[src/rtl/instr_fetch_ctrl.sv]
// ---------------------------------------------------------------------------
// instr_fetch_ctrl
//
// Sequential instruction fetch front end. A PC register addresses a
// combinational instruction memory. Each returned word is buffered together
// with its address in a 2-entry FIFO, and the consumer drains that FIFO with
// a valid/ready handshake. A redirect flushes the buffer and reloads the PC.
// Fetching a HALT_WORD stops further fetches until the next redirect.
//
// Parameters
//   RESET_PC        PC loaded on reset (low two bits forced to zero)
//   HALT_WORD       fetched word that halts fetching (default EBREAK)
//
// Ports
//   clk             rising-edge clock
//   rst_n           asynchronous active-low reset
//   fetch_en        allows new fetches when high
//   redirect_valid  single-cycle branch/jump redirect request
//   redirect_pc     redirect target (low two bits ignored)
//   imem_addr       instruction memory address (the PC register)
//   imem_instr      word returned by memory in the same cycle
//   out_valid       FIFO holds at least one entry
//   out_ready       consumer accepts the head entry
//   out_instr       head-entry instruction
//   out_pc          head-entry address
//   halted          high while fetching is halted
// ---------------------------------------------------------------------------
module instr_fetch_ctrl #(
   parameter logic [31:0] RESET_PC  = 32'h0000_0000,
   parameter logic [31:0] HALT_WORD = 32'h0010_0073
) (
   input  logic        clk,
   input  logic        rst_n,
   input  logic        fetch_en,
   input  logic        redirect_valid,
   input  logic [31:0] redirect_pc,
   output logic [31:0] imem_addr,
   input  logic [31:0] imem_instr,
   output logic        out_valid,
   input  logic        out_ready,
   output logic [31:0] out_instr,
   output logic [31:0] out_pc,
   output logic        halted
);

   typedef enum logic {
      ST_RUN  = 1'b0,
      ST_HALT = 1'b1
   } state_e;

   typedef struct packed {
      logic [31:0] pc;
      logic [31:0] instr;
   } entry_t;

   localparam logic [31:0] ALIGN_MASK = 32'hFFFF_FFFC;

   state_e      state_q, state_d;
   logic [31:0] pc_q, pc_d;
   logic [1:0]  count_q, count_d;
   // Entry 0 is always the head; entry 1 is only meaningful when count_q==2.
   entry_t      fifo_q [2];
   entry_t      fifo_d [2];

   logic        pop;
   logic        push;
   logic [1:0]  fill;       // occupancy after this cycle's pop, before push

   // NOTE: every signal written here gets a default first, so no path
   // through the branches below can leave one unassigned and infer a latch.
   always_comb begin
      state_d = state_q;
      pc_d    = pc_q;
      count_d = count_q;
      fifo_d  = fifo_q;

      // A redirect overrides both handshakes for the cycle.
      pop  = (count_q != 2'd0) && out_ready && !redirect_valid;
      push = (state_q == ST_RUN) && fetch_en && !redirect_valid &&
             ((count_q != 2'd2) || pop);
      fill = count_q - {1'b0, pop};

      if (redirect_valid) begin
         count_d = 2'd0;
         pc_d    = redirect_pc & ALIGN_MASK;
         state_d = ST_RUN;
      end else begin
         // Shift first so that a simultaneous push lands behind the
         // surviving entry and FIFO order is preserved.
         if (pop) begin
            fifo_d[0] = fifo_q[1];
         end
         if (push) begin
            fifo_d[fill[0]] = '{pc: pc_q, instr: imem_instr};
            pc_d            = pc_q + 32'd4;
            if (imem_instr == HALT_WORD) begin
               state_d = ST_HALT;
            end
         end
         count_d = count_q + {1'b0, push} - {1'b0, pop};
      end
   end

   // NOTE: the FIFO storage is reset as well as the control state, because
   // out_instr/out_pc read it directly and must be zero while in reset.
   // NOTE: sequential state uses non-blocking assignments only, so every
   // flop samples the values computed before this edge.
   always_ff @(posedge clk or negedge rst_n) begin
      if (!rst_n) begin
         state_q   <= ST_RUN;
         pc_q      <= RESET_PC & ALIGN_MASK;
         count_q   <= 2'd0;
         fifo_q[0] <= '0;
         fifo_q[1] <= '0;
      end else begin
         state_q   <= state_d;
         pc_q      <= pc_d;
         count_q   <= count_d;
         fifo_q[0] <= fifo_d[0];
         fifo_q[1] <= fifo_d[1];
      end
   end

   assign imem_addr = pc_q;
   assign out_valid = (count_q != 2'd0);
   assign out_instr = fifo_q[0].instr;
   assign out_pc    = fifo_q[0].pc;
   assign halted    = (state_q == ST_HALT);

endmodule

[config.mk]
export PLATFORM = sky130hd
export DESIGN_NAME = instr_fetch_ctrl
export DESIGN_NICKNAME = d
export VERILOG_FILES = /design/src/rtl/instr_fetch_ctrl.sv
export SDC_FILE = /design/constraint.sdc
export NUM_CORES = 1
export LEC_CHECK = 0
export CAP_MARGIN = 20
export CORE_UTILIZATION = 50
export DETAILED_ROUTE_END_ITERATION = 12
export PLACE_DENSITY_LB_ADDON = 0.2
export SLEW_MARGIN = 20
export SYNTH_ARGS = -nofsm -noshare
export SYNTH_HDL_FRONTEND = slang
export SYNTH_SLANG_ARGS = --single-unit
export TNS_END_PERCENT = 100
[constraint.sdc]
create_clock -name clk -period 4.1 [get_ports clk]
set_clock_uncertainty 0.1 [all_clocks]
set_input_delay 1.23 -clock clk [delete_from_list [all_inputs] [get_ports clk]]
set_output_delay 1.23 -clock clk [all_outputs]
set_load 0.02 [all_outputs]
## Word level (Yosys, flattened, before mapping)

Cells that the tools add are included.

- Register bits: 163
- Bits in latches: 0
- Memory bits (writable): 0
- Memory bits (read-only): 0
- Input bits: 69
- Output and inout bits: 98
- Word-level logic and storage cells: 43
- Memories: 0

- Add/subtract/negate cells: 4
- Multipliers: 0
- Divide/modulo/power cells: 0
- Magnitude comparators: 2
- Equal/unequal tests: 2
- Shift operators: 0
- Muxes and demuxes: 12
- Bitwise logic cells: 3
- Reductions and logical operators: 13

Operators with widths:

| operator | count |
|---|---|
| 64-bit 2-to-1 mux | 3 |
| 128-bit bitwise mux | 1 |
| 128-bit 2-to-1 mux | 1 |
| 64-bit demux with 1-bit select | 1 |
| 32-bit 2-to-1 mux | 2 |
| 32-bit by 3-bit adder with 32-bit output (second input constant) | 1 |
| 32-bit by 21-bit == test with 1-bit output (second input constant) | 1 |
| 1-bit logical AND | 6 |
| 2-bit nonzero test | 3 |
| 2-bit AND reduction | 2 |
| 1-bit 2-to-1 mux | 3 |
| 2-bit by 1-bit adder with 2-bit output | 1 |
| 2-bit greater-or-equal comparator (second input constant) | 1 |
| 2-bit by 1-bit < comparator with 1-bit output (second input constant) | 1 |
| 2-bit 2-to-1 mux | 1 |
| 2-bit inequality test (second input constant) | 1 |
| 1-bit inverter | 2 |
| 1-bit inverter with 2-bit output | 1 |
| 2-bit by 1-bit subtractor with 2-bit output | 1 |
| 1-bit logical NOT | 1 |
| 1-bit logical OR | 1 |
| 1-bit subtractor | 1 |

## Logic depth before layout (Yosys ltp)

Gate-level depths: netlist (run 1).

- Depth after elaboration: 11
- Gate-level depth with buffers: 11
- Depth with buffers taken out: 8

## Worst setup path after synthesis (run 1)

No wires, ideal clock.

- Path kind: input to register
- Start: in redirect_valid
- End: reg count_q[0]
- Setup time: 134 ps
- Arrival time: 2904 ps
- Required time: 3866 ps
- Setup slack: 962 ps
- Cell stages on the path: 10
- Cell sequence: buf_2 nor2b_1 nand2_1 inv_1 clkbuf_1 clkbuf_1 ha_1 inv_1 ha_1 nor2b_1

- Cells in the longest elaborated chain, start to end: 7
- Elaborated cells on any way between the ends: 8

Ends and longest elaborated chain:

| what | line | text |
|---|---|---|
| from (decl) | 35 | `input logic redirect_valid,` |
| 1-bit logical NOT | 78, 79 |  |
| 1-bit logical AND | 78 | `pop = (count_q != 2'd0) && out_ready && !redirect_valid;` |
| 1-bit logical OR | 80 | `((count_q != 2'd2) \|\| pop);` |
| 1-bit logical AND | 79 | `push = (state_q == ST_RUN) && fetch_en && !redirect_valid &&` |
| 2-bit by 1-bit adder with 2-bit output | 100 | `count_d = count_q + {1'b0, push} - {1'b0, pop};` |
| 2-bit by 1-bit subtractor with 2-bit output | 100 |  |
| 2-bit 2-to-1 mux * | 83 | `if (redirect_valid) begin` |
| net count_d[0] | 60 | `logic [1:0] count_q, count_d;` |
| to (signal assigned) | 118 | `count_q <= count_d;` |
| to (decl) | 60 |  |

Mark *: on every way through the listed nets, which the timed path passes. The rest lies on a longest branch.
A chain may end at the register's enable or synchronous reset.

## Final worst setup path (run 1)

- Start: reg count_q[0]
- End: out out_valid

- Cells in the longest elaborated chain, start to end: 1

Ends and longest elaborated chain:

| what | line | text |
|---|---|---|
| 2-bit nonzero test | 125 | `assign out_valid = (count_q != 2'd0);` |
| to (decl) | 39 | `output logic out_valid,` |

No other way between the ends.

==> results by group, run 1 <==
Floorplanning
  – Core Box Area: 0.0153 mm^2
  – Site Rows: 45
  – Die Area: 0.0162 mm^2
  – Initial Util: 51.3%
  – Die Wd: 127 um
  – Die Height: 127 um
  – I/O Pins: 167

Pwr
  – Flop pwr share: 42.3%
  – NetSw: 1.77 mW
  – Int Pwr: 4.07 mW
  – Sw frac: 30.3%
  – Comb pwr share: 29.9%
  – P per Cell Area: 600 mW/mm^2
  – Leak: 4.18 nW
  – Worst vdd ir: 389 uV
  – Clk pwr share: 27.8%

Finish
  – Fin util: 63.7%
  – Area taken by flip-flops and latches: 0.00398 mm^2
  – Fin area: 0.00972 mm^2
  – Most common cell after layout, fill and taps aside: clkdlybuf4s50_1
  – P&R area growth vs syn: 24.2%
  – Layout cells sized above 1: 12.8%
  – Multi-input gate area: 0.00312 mm^2
  – Diodes inserted: 0
  – Most frequent cells in the layout: 160 x clkdlybuf4s50_1, 159 x dfrtp_1, 98 x nand2_1
  – Fillers: 1250
  – # nets final: 908

Outcome
  – Outcome: complete, no violations

GRT
  – GRT Util Overall: 24.2%
  – Initial antenna violation count: 0
  – Pin count of the biggest net entering global routing: 127
  – Number of global-route vias before repair: 5910
  – Overflow after GRT: 0
  – Global-route wire length before repair: 30200 um

Timing
  – Least-Margin Pin Slew: 801 ps
  – Slew Viols, Final: 0
  – RSZ-0062 raised after global routing: no
  – Setup TNS: 0 ps
  – Final setup vio count: 0
  – Rel. slew slack: 46.6%
  – Final Hold Viols: 0
  – Post-layout minimum cycle time: 3070 ps
  – Crit share post-route: 74.9%
  – FMAX: 325 MHz

Clock network
  – CTS buffer count: 17
  – Clock transition at path regs: 60 ps
  – Cts hold-fix bufs: 0
  – Maximum clock insertion buffer count: 2
  – Clock root buffer master: clkbuf_16
  – Max H-tree Level: 4
  – Post_cts resized: 0
  – Clock Latency Late Sink: 420 ps
  – Clk sinks: 159
  – CTS tree: done
  – Postcts setup bufs: 0

Hold path
  – Hold Path Class: register to register

Placement
  – DP Wirelength: 12400 um
  – I/O Buffers: 162
  – Routability Congestion: 0.826
  – Post-DP Area: 0.00913 mm^2

Synthesis
  – Synth Area in XOR/XNOR: 0.559%
  – Async SR Flop Fraction: 100%
  – Syn Inst Count: 758
  – Simple-gate share of the synthesized area: 14.4%
  – Compound-gate portion of the synthesized area: 11.2%
  – Number of synthesized flops with an enable pin: 0
  – Post-Syn Area: 0.00783 mm^2
  – Ys flop type: dfrtp_1
  – Synth cell types: 50
  – Main combinational cell family by area after synthesis: simple AND/OR/NAND/NOR gates
  – Register area share after synthesis: 50.8%
  – YS warnings: 0
  – Post-Synth Adder-Cell Area: 0.479%
  – Syn Area/Cell: 10.3 um^2
  – Yosys reg bits: 159
  – Post-synthesis mux area share: 13.1%

Detailed routing
  – Routed len/inst: 17.7 um
  – 1st-iter DRT viols: 402
  – Pre-antenna DRT Iters: 4
  – Routed wire length: 18700 um
  – Detail Route Antenna Nets: 0
  – Vias per cell: 5.57
  – DRC violation count after routing: 0
  – Vias: 5879

Worst setup path
  – CP Launch Type: register
  – Kind of critical path: register to primary output
  – Worst setup EP type: primary output
  – Worst path arrival time: 1740 ps
  – Slowest cell on crit path: clkdlybuf4s50_1
  – Crit-path max FO: 5
  – Worst Path Required: 2770 ps
  – R2r setup slk: 1730 ps
  – CP Cell Sequence: or2_2 -> clkdlybuf4s50_1
  – Crit path largest cell delay: 580 ps

Job
  – Max cap viols: 0
==> per-layer routing <==
layer  share of wire (%)  global-route usage, %
met1                  44                   31.3
met2                  49                   40.2
met3                 5.9                   5.86
met4                0.83                   7.56
met5                   0                      0
==> cell families after synthesis <==
family	count (synthesis)
AOI/OAI and AO/OA	153
xor gates and xnor gates	5
adders and majority gates	3
buffers and inverters	123
DFF	159
muxes	95
other	1
and+or+nand+nor	219
==> final cells by class <==
| type | count | area share, % |
|---|---|---|
| well taps | 211 | 2.72 |
| multi-input cells | 477 | 32.1 |
| flip-flops and latches | 159 | 40.9 |
| inverters | 7 | 0.270 |
| repair buffers | 174 | 17.8 |
| clock inverters | 7 | 1.42 |
| clock buffers | 21 | 4.74 |
==> sequential cells by signal, indices dropped and copies added (netlist names) <==
| name | count |
|---|---|
| fifo_q | 62 |
| out_instr | 32 |
| out_pc | 32 |
| imem_addr | 30 |
| count_q | 2 |
| halted | 1 |
==> synthesized netlist by cell type, types with 3 or more instances <==
master | n | share of area, %
dfrtp_1 | 159 | 51
nand2_1 | 99 | 4.7
o21ai_0 | 97 | 6.2
buf_4 | 66 | 6.3
mux2_2 | 58 | 8.3
mux2i_1 | 33 | 4.2
or3_1 | 31 | 2.5
clkbuf_1 | 26 | 1.2
buf_2 | 23 | 1.5
nand3_1 | 18 | 1.2
and3_1 | 15 | 1.2
nor2_1 | 14 | 0.67
a21oi_1 | 12 | 0.77
nand4_1 | 11 | 0.88
o21ai_1 | 9 | 0.58
o211ai_1 | 8 | 0.77
o311ai_0 | 8 | 0.89
nor4_1 | 7 | 0.56
inv_1 | 6 | 0.29
a32oi_1 | 4 | 0.45
mux2_1 | 4 | 0.58
nor3_1 | 4 | 0.26
a22oi_1 | 3 | 0.29
and4_1 | 3 | 0.34
ha_1 | 3 | 0.48
nor2b_1 | 3 | 0.24
nor3b_1 | 3 | 0.29
xor2_1 | 3 | 0.34
==> through the flow <==
stage / hold slack (ps) / setup WS, ps / power [mW] / cells
floorplan: 357 / 962 / 3.70 / 759
global placement: 367 / 759 / 4.15 / 1028
detailed placement: 376 / 641 / 4.25 / 1028
CTS: 390 / 1010 / 5.89 / 1056
global route: 415 / 878 / 6.14 / 1056
finish: 389 / 1030 / 5.84 / 1056
==> final timing paths <==
check	cells past startpoint	end	from
worst max register to register	5	imem_addr[19]	imem_addr[5]
max in group asynchronous	2	imem_addr[15]	rst_n
min in group asynchronous	1	out_instr[20]	rst_n
worst min register to register	1	fifo_q[8]	fifo_q[8]
worst max-delay path	2	out_valid	count_q[0]
worst min-delay path	1	fifo_q[8]	fifo_q[8]
==> power by group through the flow <==
stage | sequential [mW] | clock [mW] | combinational [mW]
final | 2.47 | 1.62 | 1.74
after global routing | 2.54 | 1.71 | 1.88
after CTS | 2.47 | 1.65 | 1.76
after detailed placement | 2.49 | 0 | 1.76
after global placement | 2.45 | 0 | 1.70
after floorplan | 2.41 | 0 | 1.29
==> worst max-delay path, delay by kind of cell, from the launching register on <==
kind                   cells  cell delay (ps)
DFF                        1              410
and+or+nand+nor            1              330
buffers and inverters      1              580
No activity file was read; power rests on OpenSTA's default activity.
==> run 2: changes to the inputs <==
- clock period: 4.1 -> 3.1 ns (I/O delays scaled with it)
==> run 2 against run 1 <==
Net effect:
- power rose by 36%
- first-iteration DRC count fell by 9.5%
- critical path depth rose by 5
- worst hold slack got worse by 12 ps
- highest routed layer unchanged
==> results by group, run 2 (synthesis gave the netlist of run 1 again) <==
Timing
  – Worst Hold Slack: 377 ps
  – FMAX: 340 MHz
  – Post-layout minimum cycle time: 2940 ps
  – Rel. slew slack: 33.1%
  – Slew Viols, Final: 0
  – Crit share post-route: 94.9%
  – Final Hold Viols: 0
  – Least-Margin Pin Slew: 999 ps
  – RSZ-0062 raised after global routing: no
  – Final setup vio count: 0

Clock network
  – CTS tree: done
  – Clk sinks: 159
  – Clock Latency Late Sink: 420 ps
  – Cts hold-fix bufs: 0
  – Clock transition at path regs: 60 ps
  – Clock root buffer master: clkbuf_16
  – CTS buffer count: 17
  – Postcts setup bufs: 0
  – Post_cts resized: 0
  – Maximum clock insertion buffer count: 2
  – Max H-tree Level: 4

Floorplanning
  – Initial Util: 51.3%
  – Die Height: 127 um
  – Die Area: 0.0162 mm^2
  – Site Rows: 45
  – I/O Pins: 167
  – Core Box Area: 0.0153 mm^2
  – Die Wd: 127 um

GRT
  – Initial antenna violation count: 1
  – Grt met3 use: 5.23%
  – Gr busiest metal: met2
  – Pin count of the biggest net entering global routing: 77
  – Number of global-route vias before repair: 6059
  – Global-route wire length before repair: 31400 um
  – Overflow after GRT: 0
  – Met2 GRT Util: 40.8%
  – GRT Util Overall: 24.9%
  – Grt met1 use: 32.7%

Worst setup path
  – CP Launch Type: input pin
  – Worst path arrival time: 3130 ps
  – Crit-path max FO: 14
  – Worst reg-to-reg path cell count: 6
  – Worst Path Required: 3290 ps
  – Kind of critical path: input pin to register
  – Worst setup EP type: register

Pwr
  – P per Cell Area: 799 mW/mm^2
  – Flop pwr share: 41.3%
  – Sw frac: 30.4%
  – Worst vdd ir: 407 uV
  – Clk pwr share: 29.4%
  – Comb pwr share: 29.3%
  – Leak: 4.26 nW
  – Pwr Total: 7.92 mW
  – Int Pwr: 5.51 mW
  – NetSw: 2.41 mW

Detailed routing
  – Detail Route Antenna Nets: 0
  – Vias: 6007
  – Routed len/inst: 17.9 um
  – 1st-iter DRT viols: 364
  – DRC violation count after routing: 0
  – Vias per cell: 5.61
  – Pre-antenna DRT Iters: 5
  – Routed wire length: 19100 um

Finish
  – Layout cells sized above 1: 14.3%
  – Largest Register: fifo_q
  – Most frequent cells in the layout: 160 x clkdlybuf4s50_1, 159 x dfrtp_1, 98 x nand2_1
  – Fillers: 1208
  – Most common cell after layout, fill and taps aside: clkdlybuf4s50_1
  – P&R area growth vs syn: 26.5%
  – # nets final: 917
  – Max reg flops: 62
  – Fin util: 64.9%

Job
  – Max cap viols: 0

Outcome
  – Outcome: complete, no violations

Placement
  – Routability Congestion: 0.816
  – DP Wirelength: 12800 um
  – I/O Buffers: 162

Hold path
  – Hold Path Class: input pin to asynchronous set/reset pin
[run 2: changes by cell type in the layout (fill, tap and decap cells not counted)]
cell and change:
buf_4 +5, buf_12 +4, clkbuf_1 -2, clkinvlp_4 +2
inv_6 +2, bufinv_16 +1, clkinv_4 +1, diode_2 +1
[run 2: final timing paths]
path | start | to | slack [ps]
hold reg to reg | fifo_q[6] | fifo_q[6] | 390
hold / removal | rst_n | fifo_q[19] | 380
max in group asynchronous | rst_n | out_instr[2] | 1800
setup reg to reg | count_q[0] | imem_addr[22] | 640
setup / recovery | out_ready | imem_addr[22] | 160
min in group clk | fifo_q[6] | fifo_q[6] | 390
[run 2: cell type report]
| type | instances | area (um^2) | area share [%] |
|---|---|---|---|
| timing repair buffer | 183 | 1850 | 18.7 |
| tap | 211 | 264 | 2.66 |
| inverter | 7 | 26.3 | 0.265 |
| multi-input combinational | 477 | 3120 | 31.5 |
| antenna | 1 | 2.50 | 0.0253 |
| clock buffer | 19 | 453 | 4.57 |
| sequential | 159 | 3980 | 40.2 |
| clock inverter | 13 | 209 | 2.11 |
[run 2: power groups by stage]
stage	combinational [mW]	sequential (mW)	clock (mW)
after global placement	2.27	3.25	0
final	2.32	3.27	2.32
after global routing	2.52	3.37	2.44
after CTS	2.35	3.27	2.35
after detailed placement	2.33	3.30	0
after floorplan	1.71	3.19	0
[run 2: metrics by stage]
step                      std cells  instance area [um^2]  setup slack [ps]  TNS [ps]
after global routing           1070                  9910              19.7         0
final                          1070                  9910               159         0
after detailed placement       1037                  9240              -163     -1250
after global placement         1037                  9240             -71.3      -361
after floorplan                 759                  7840               262         0
after CTS                      1069                  9900               189         0
[run 2: critical path, cell delays in order]
cell             delay (ps)
clkdlybuf4s50_1         420
nor3b_1                 340
nor4b_4                 100
buf_4                   150
nor2_1                  750
o21ai_0                 270
o311ai_0                180
[run 2: metal layers]
layer | vias up | share of wire (%)
met1 | 3006 | 44
li1 | 2788 | -
met5 | - | 0
met3 | 24 | 5.6
met2 | 189 | 48
met4 | 0 | 1.6
